$ cat src/rtl/pipelined_control_unit.sv
// ID/EX pipeline register with decode of {opcode,func}, valid/ready flow control,
// flush, and load-use bubble insertion.
module pipelined_control_unit #(
  parameter int unsigned INSTR_W          = 32,
  parameter int unsigned REG_ADDR_W       = 5,
  parameter int unsigned ALUOP_W          = 3,
  parameter int unsigned LOAD_USE_BUBBLES = 1
) (
  input  logic                  clk,
  input  logic                  rst_n,
  input  logic                  flush,
  input  logic                  in_valid,
  output logic                  in_ready,
  input  logic [INSTR_W-1:0]    instr,
  output logic                  out_valid,
  input  logic                  out_ready,
  output logic [ALUOP_W-1:0]    out_aluop,
  output logic                  out_regwrite,
  output logic                  out_branch,
  output logic                  out_bne,
  output logic                  out_jump,
  output logic                  out_jal,
  output logic                  out_jr,
  output logic                  out_memread,
  output logic                  out_memwrite,
  output logic                  out_byte,
  output logic                  out_lui,
  output logic                  out_illegal,
  output logic [REG_ADDR_W-1:0] out_dest,
  output logic [REG_ADDR_W-1:0] out_rs,
  output logic [REG_ADDR_W-1:0] out_rt
);

  typedef enum logic {IDLE, STALL} state_t;

  typedef struct packed {
    logic [ALUOP_W-1:0]    aluop;
    logic                  regwrite;
    logic                  branch;
    logic                  bne;
    logic                  jump;
    logic                  jal;
    logic                  jr;
    logic                  memread;
    logic                  memwrite;
    logic                  mem_byte;
    logic                  lui;
    logic                  illegal;
    logic [REG_ADDR_W-1:0] dest;
    logic [REG_ADDR_W-1:0] rs;
    logic [REG_ADDR_W-1:0] rt;
  } entry_t;

  localparam logic [2:0] STALL_CNT = 3'(LOAD_USE_BUBBLES - 1);

  logic [5:0]            f_op, f_func;
  logic [REG_ADDR_W-1:0] f_rs, f_rt, f_rd;
  logic                  unused_shamt;

  assign f_op         = instr[31:26];
  assign f_func       = instr[5:0];
  assign f_rs         = REG_ADDR_W'(instr[25:21]);
  assign f_rt         = REG_ADDR_W'(instr[20:16]);
  assign f_rd         = REG_ADDR_W'(instr[15:11]);
  assign unused_shamt = ^instr[10:6];

  entry_t dec;

  always_comb begin
    dec    = '0;
    dec.rs = f_rs;
    dec.rt = f_rt;
    case (f_op)
      6'h03: begin
        case (f_func)
          6'h08: begin dec.jump = 1'b1; dec.jr = 1'b1; end
          6'h21: begin dec.regwrite = 1'b1; dec.memread = 1'b1; end
          6'h13: dec.memwrite = 1'b1;
          default: dec.regwrite = 1'b1;
        endcase
        if (dec.regwrite) dec.dest = f_rd;
      end
      6'h02: dec.jump = 1'b1;
      6'h07: begin dec.jump = 1'b1; dec.jal = 1'b1; dec.regwrite = 1'b1; dec.dest = '1; end
      6'h09: begin dec.aluop = ALUOP_W'(1); dec.regwrite = 1'b1; dec.dest = f_rt; end
      6'h0c: begin dec.aluop = ALUOP_W'(3); dec.regwrite = 1'b1; dec.dest = f_rt; end
      6'h0e: begin dec.aluop = ALUOP_W'(4); dec.regwrite = 1'b1; dec.dest = f_rt; end
      6'h04: begin dec.aluop = ALUOP_W'(2); dec.branch = 1'b1; end
      6'h05: begin dec.aluop = ALUOP_W'(2); dec.branch = 1'b1; dec.bne = 1'b1; end
      6'h0f: begin dec.lui = 1'b1; dec.regwrite = 1'b1; dec.dest = f_rt; end
      6'h12: begin
        dec.aluop = ALUOP_W'(1); dec.memread = 1'b1; dec.regwrite = 1'b1; dec.dest = f_rt;
      end
      6'h22: begin
        dec.aluop = ALUOP_W'(1); dec.memread = 1'b1; dec.mem_byte = 1'b1;
        dec.regwrite = 1'b1; dec.dest = f_rt;
      end
      6'h28: begin dec.aluop = ALUOP_W'(1); dec.memwrite = 1'b1; dec.mem_byte = 1'b1; end
      6'h2b: begin dec.aluop = ALUOP_W'(1); dec.memwrite = 1'b1; end
      default: dec.illegal = 1'b1;
    endcase
  end

  state_t     state_q, state_d;
  logic [2:0] cnt_q, cnt_d;
  logic       valid_q, valid_d;
  entry_t     entry_q, entry_d;
  logic       adv, hazard;

  assign adv    = !valid_q || out_ready;
  // Load in ID/EX whose destination is read by the instruction now on the input.
  assign hazard = valid_q && entry_q.memread && (entry_q.dest != '0) &&
                  ((entry_q.dest == f_rs) || (entry_q.dest == f_rt));
  assign in_ready = rst_n && !flush && adv && (state_q == IDLE) && !hazard;

  always_comb begin
    state_d = state_q;
    cnt_d   = cnt_q;
    valid_d = valid_q;
    entry_d = entry_q;
    if (flush) begin
      state_d = IDLE;
      cnt_d   = '0;
      valid_d = 1'b0;
      entry_d = '0;
    end else if (adv) begin
      case (state_q)
        IDLE: begin
          if (in_valid && !hazard) begin
            valid_d = 1'b1;
            entry_d = dec;
          end else begin
            valid_d = 1'b0;
            entry_d = '0;
            if (in_valid && (LOAD_USE_BUBBLES > 1)) begin
              state_d = STALL;
              cnt_d   = STALL_CNT;
            end
          end
        end
        STALL: begin
          valid_d = 1'b0;
          entry_d = '0;
          cnt_d   = cnt_q - 3'd1;
          if (cnt_q == 3'd1) state_d = IDLE;
        end
        default: state_d = IDLE;
      endcase
    end
  end

  always_ff @(posedge clk) begin
    if (!rst_n) begin
      state_q <= IDLE;
      cnt_q   <= '0;
      valid_q <= 1'b0;
      entry_q <= '0;
    end else begin
      state_q <= state_d;
      cnt_q   <= cnt_d;
      valid_q <= valid_d;
      entry_q <= entry_d;
    end
  end

  assign out_valid    = valid_q;
  assign out_aluop    = entry_q.aluop;
  assign out_regwrite = entry_q.regwrite;
  assign out_branch   = entry_q.branch;
  assign out_bne      = entry_q.bne;
  assign out_jump     = entry_q.jump;
  assign out_jal      = entry_q.jal;
  assign out_jr       = entry_q.jr;
  assign out_memread  = entry_q.memread;
  assign out_memwrite = entry_q.memwrite;
  assign out_byte     = entry_q.mem_byte;
  assign out_lui      = entry_q.lui;
  assign out_illegal  = entry_q.illegal;
  assign out_dest     = entry_q.dest;
  assign out_rs       = entry_q.rs;
  assign out_rt       = entry_q.rt;

endmodule

$ cat config.mk
export PLATFORM = sky130hd
export DESIGN_NAME = pipelined_control_unit
export DESIGN_NICKNAME = d
export VERILOG_FILES = /design/src/rtl/pipelined_control_unit.sv
export SDC_FILE = /design/constraint.sdc
export NUM_CORES = 1
export LEC_CHECK = 0
export CAP_MARGIN = 15
export CORE_MARGIN = 2
export CORE_UTILIZATION = 46
export DETAILED_ROUTE_END_ITERATION = 8
export PLACE_DENSITY = 0.82
export SYNTH_ARGS = -nofsm -noshare
export SYNTH_HDL_FRONTEND = slang
export SYNTH_SLANG_ARGS = --single-unit
export TNS_END_PERCENT = 10
$ cat constraint.sdc
create_clock -name clk -period 2.3 [get_ports clk]
set_input_delay 0.345 -clock clk [delete_from_list [all_inputs] [get_ports clk]]
set_output_delay 0.345 -clock clk [all_outputs]
set_load 0.01 [all_outputs]
==> results.ini <==
[status]
status = completed

[worst_setup_path]
crit_fanout = 2
timing.rr.start = out_dest[3]$_SDFFE_PP0N_
end_kind = output port
worstSetupPathType = primary input to output port
crit_buf_inv = 2
startpoint_type = primary input
slowest_stage = clkdlybuf4s50_1
critical-path-max-stage-delay_ps = 510
cpLargestDelayFamily = buffers and inverters
crit_path_cell_trace = clkdlybuf4s50_1, xor2_1, nor3_1, a22oi_2, nor2_2, nor4_1, buf_2
reg2reg_depth = 5
required_ps = 1960
arrival_ps = 1870
r2r_setup_slack_ps = 420
worstReg2RegEnd = out_dest[4]$_SDFFE_PP0N_
cp-startpoint = instr[23]

[run]
maxCapViolCount = 0

[global_routing]
antenna_found_initial = 0
grt_pass1_vias = 2039
grt_usage = 0.247
grt-ovfl-total = 0
grt_max_degree = 29
grt_pass1_wl_mm = 9.73

[layout]
layout_common_cells = clkdlybuf4s50_1, nand2_1, dfxtp_1, buf_4
final_common_cell = clkdlybuf4s50_1
antennaDiodeCount = 0
drive_above_1_share = 0.146
synthToLayoutAreaGrowth_pct = 47.3
nFillCells = 378
fin_nets = 381

[power]
vdd_drop_max_mv = 0.335
clock_power_share = 0.353
internal-power_uw = 970
p_seq_frac = 0.457
power_mw = 1.32
swShare = 0.264
combPwrFrac = 0.190
p_per_area_mw_per_mm2 = 446
switching_power_uw = 348
p_leak_nw = 1.13

[cts]
cts_tree = done
hold_buffers = 0
cts_buffer_depth = 2
cts_buffers = 5
cts_sinks = 34
insertion_delay_ps = 290
htreeDepth = 2
post_cts_buffers = 0
root_buffer = clkbuf_8
cts.reportedPaths.clkPinSlew_ps = 70

[logic_synthesis]
yosysUniqueCellTypes = 50
synth_nets = 298
yosysSeqAreaShare = 0.339
syn_avg_cell_area_um2 = 7.75
synth.yosys.warnings = 0
ys_seq_elements = 34
synth_enable_flop_cells = 0
synth_cells = 259
netlist_area_mm2 = 0.00201
synthArstFlopShare = 0
ys.flop_type = dfxtp_1

[sta]
setup_viol = 0
finalCritPeriodShare = 0.963
hold_viol = 0
slew_headroom = 0.731
hold_slack_ps = 449
finalCriticalPeriod_ps = 2220
drv_slew = 0
rsz0062_at_grt = false
tightest_slew_ps = 402
max_freq_mhz = 451
clock_skew_ps = 4.22

[floorplan]
io_pins = 68
die_y_um = 70.1
rows = 24
fp.dieW_um = 70.1
dieArea_mm2 = 0.00491
core_area_mm2 = 0.00426
start_util = 0.471

[hold_path]
min_from = out_aluop[2]$_SDFFE_PP0N_
worstHoldEndpoint = out_aluop[2]$_SDFFE_PP0N_
min_path_cells = 2
min_path_type = flop to flop

[drt]
drt-total-wl_mm = 5.87
antenna_left = 0
viasPerCell = 5.65
drtIter0Drc = 155
routedWlPerCell_um = 14.9
drcViolationCount = 0
dr_total_vias = 2233
first_pass_iters = 6

[placed_design]
portBuffers = 62
dpl.hpwl_mm = 4.65
gp_congestion = 0.953

-- per-stage QoR --
step	std cells	utilization	TNS (ps)	cell area, um^2	worst slack (ps)
finish	395	0.693	0	2960	84.7
global route	395	0.693	0	2960	0.323
CTS	395	0.694	0	2960	1.02
detailed placement	387	0.671	-385	2860	-357
global placement	387	0.671	-364	2860	-329
floorplan	259	-	0	2010	243
-- power groups by stage --
stage	Sequential (mW)	Clock, mW	Combinational [mW]
after CTS	0.602	0.470	0.249
final	0.602	0.465	0.251
after detailed placement	0.616	0	0.248
after global placement	0.615	0	0.246
after floorplan	0.619	0	0.105
after global routing	0.603	0.498	0.272
-- kinds of logic (layout without fill, tap and decap cells) --
logic type | Yosys count | after routing | synth area share
and+or+nand+nor | 114 | 114 | 0.281
buffers and inverters | 27 | 111 | 0.0642
AOI/OAI and AO/OA | 66 | 66 | 0.233
adders and majority gates | 2 | 2 | 0.0125
xor gates and xnor gates | 16 | 16 | 0.0698
DFF | 34 | 34 | 0.339
-- registers in the layout, indices dropped and copies added, names as in the netlist --
register	flops
out_branch	1
out_jump	1
out_lui	1
out_regwrite	1
out_jr	1
out_valid	1
out_aluop	3
out_bne	1
out_dest	5
out_rt	5
state_q	1
out_byte	1
out_illegal	1
out_memwrite	1
out_rs	5
out_memread	1
out_jal	1
cnt_q	3
-- worst max path at each step --
stage,endpoint,depth (start not counted)
floorplan,in_ready,5
global placement,in_ready,7
detailed placement,in_ready,7
CTS,in_ready,5
global route,in_ready,7
finish,in_ready,7
-- what timing repair did --
action	CTS	global route
gates resized for setup	4	2
hold endpoints to repair	0	0
setup endpoints to repair	1	1
pin swaps	0	3
-- per-layer routing --
layer  up-vias  wire length, um  GRT usage  part of all wire
li1       1101                -          -                 -
met1      1042             2580      0.340              0.44
met2        79             2820      0.389              0.48
met3        11              376     0.0404             0.064
met4         0               97     0.0876             0.017
met5         -                0          0                 0
-- Yosys cell counts, types with 4 or more instances --
| library cell | count | area, um^2 |
|---|---|---|
| a2111oi_1 | 5 | 50.1 |
| a21oi_1 | 9 | 45.0 |
| a221oi_1 | 5 | 43.8 |
| buf_2 | 4 | 20.0 |
| clkbuf_1 | 14 | 52.6 |
| dfxtp_1 | 34 | 681 |
| inv_1 | 6 | 22.5 |
| nand2_1 | 44 | 165 |
| nand2b_1 | 7 | 43.8 |
| nand3_1 | 15 | 75.1 |
| nor2_1 | 18 | 67.6 |
| nor2b_1 | 4 | 25.0 |
| o21ai_0 | 18 | 90.1 |
| o31ai_1 | 7 | 52.6 |
| or4_1 | 6 | 45.0 |
| xor2_1 | 13 | 114 |
-- layout make-up --
| cell class | count | area (um^2) | area share |
|---|---|---|---|
| Tap cell | 52 | 65.1 | 0.0220 |
| Timing Repair Buffer | 97 | 891 | 0.301 |
| Multi-Input combinational cell | 198 | 1200 | 0.407 |
| Sequential cell | 34 | 681 | 0.230 |
| Inverter | 6 | 22.5 | 0.00762 |
| Clock buffer | 6 | 82.6 | 0.0279 |
| Clock inverter | 2 | 12.5 | 0.00423 |
-- tightest hold or removal path, cell delays in order (launching register included) --
cell	delay, ps
dfxtp_1	310
nand2_1	50
o21ai_1	50
(Power assumes the default switching activity.)
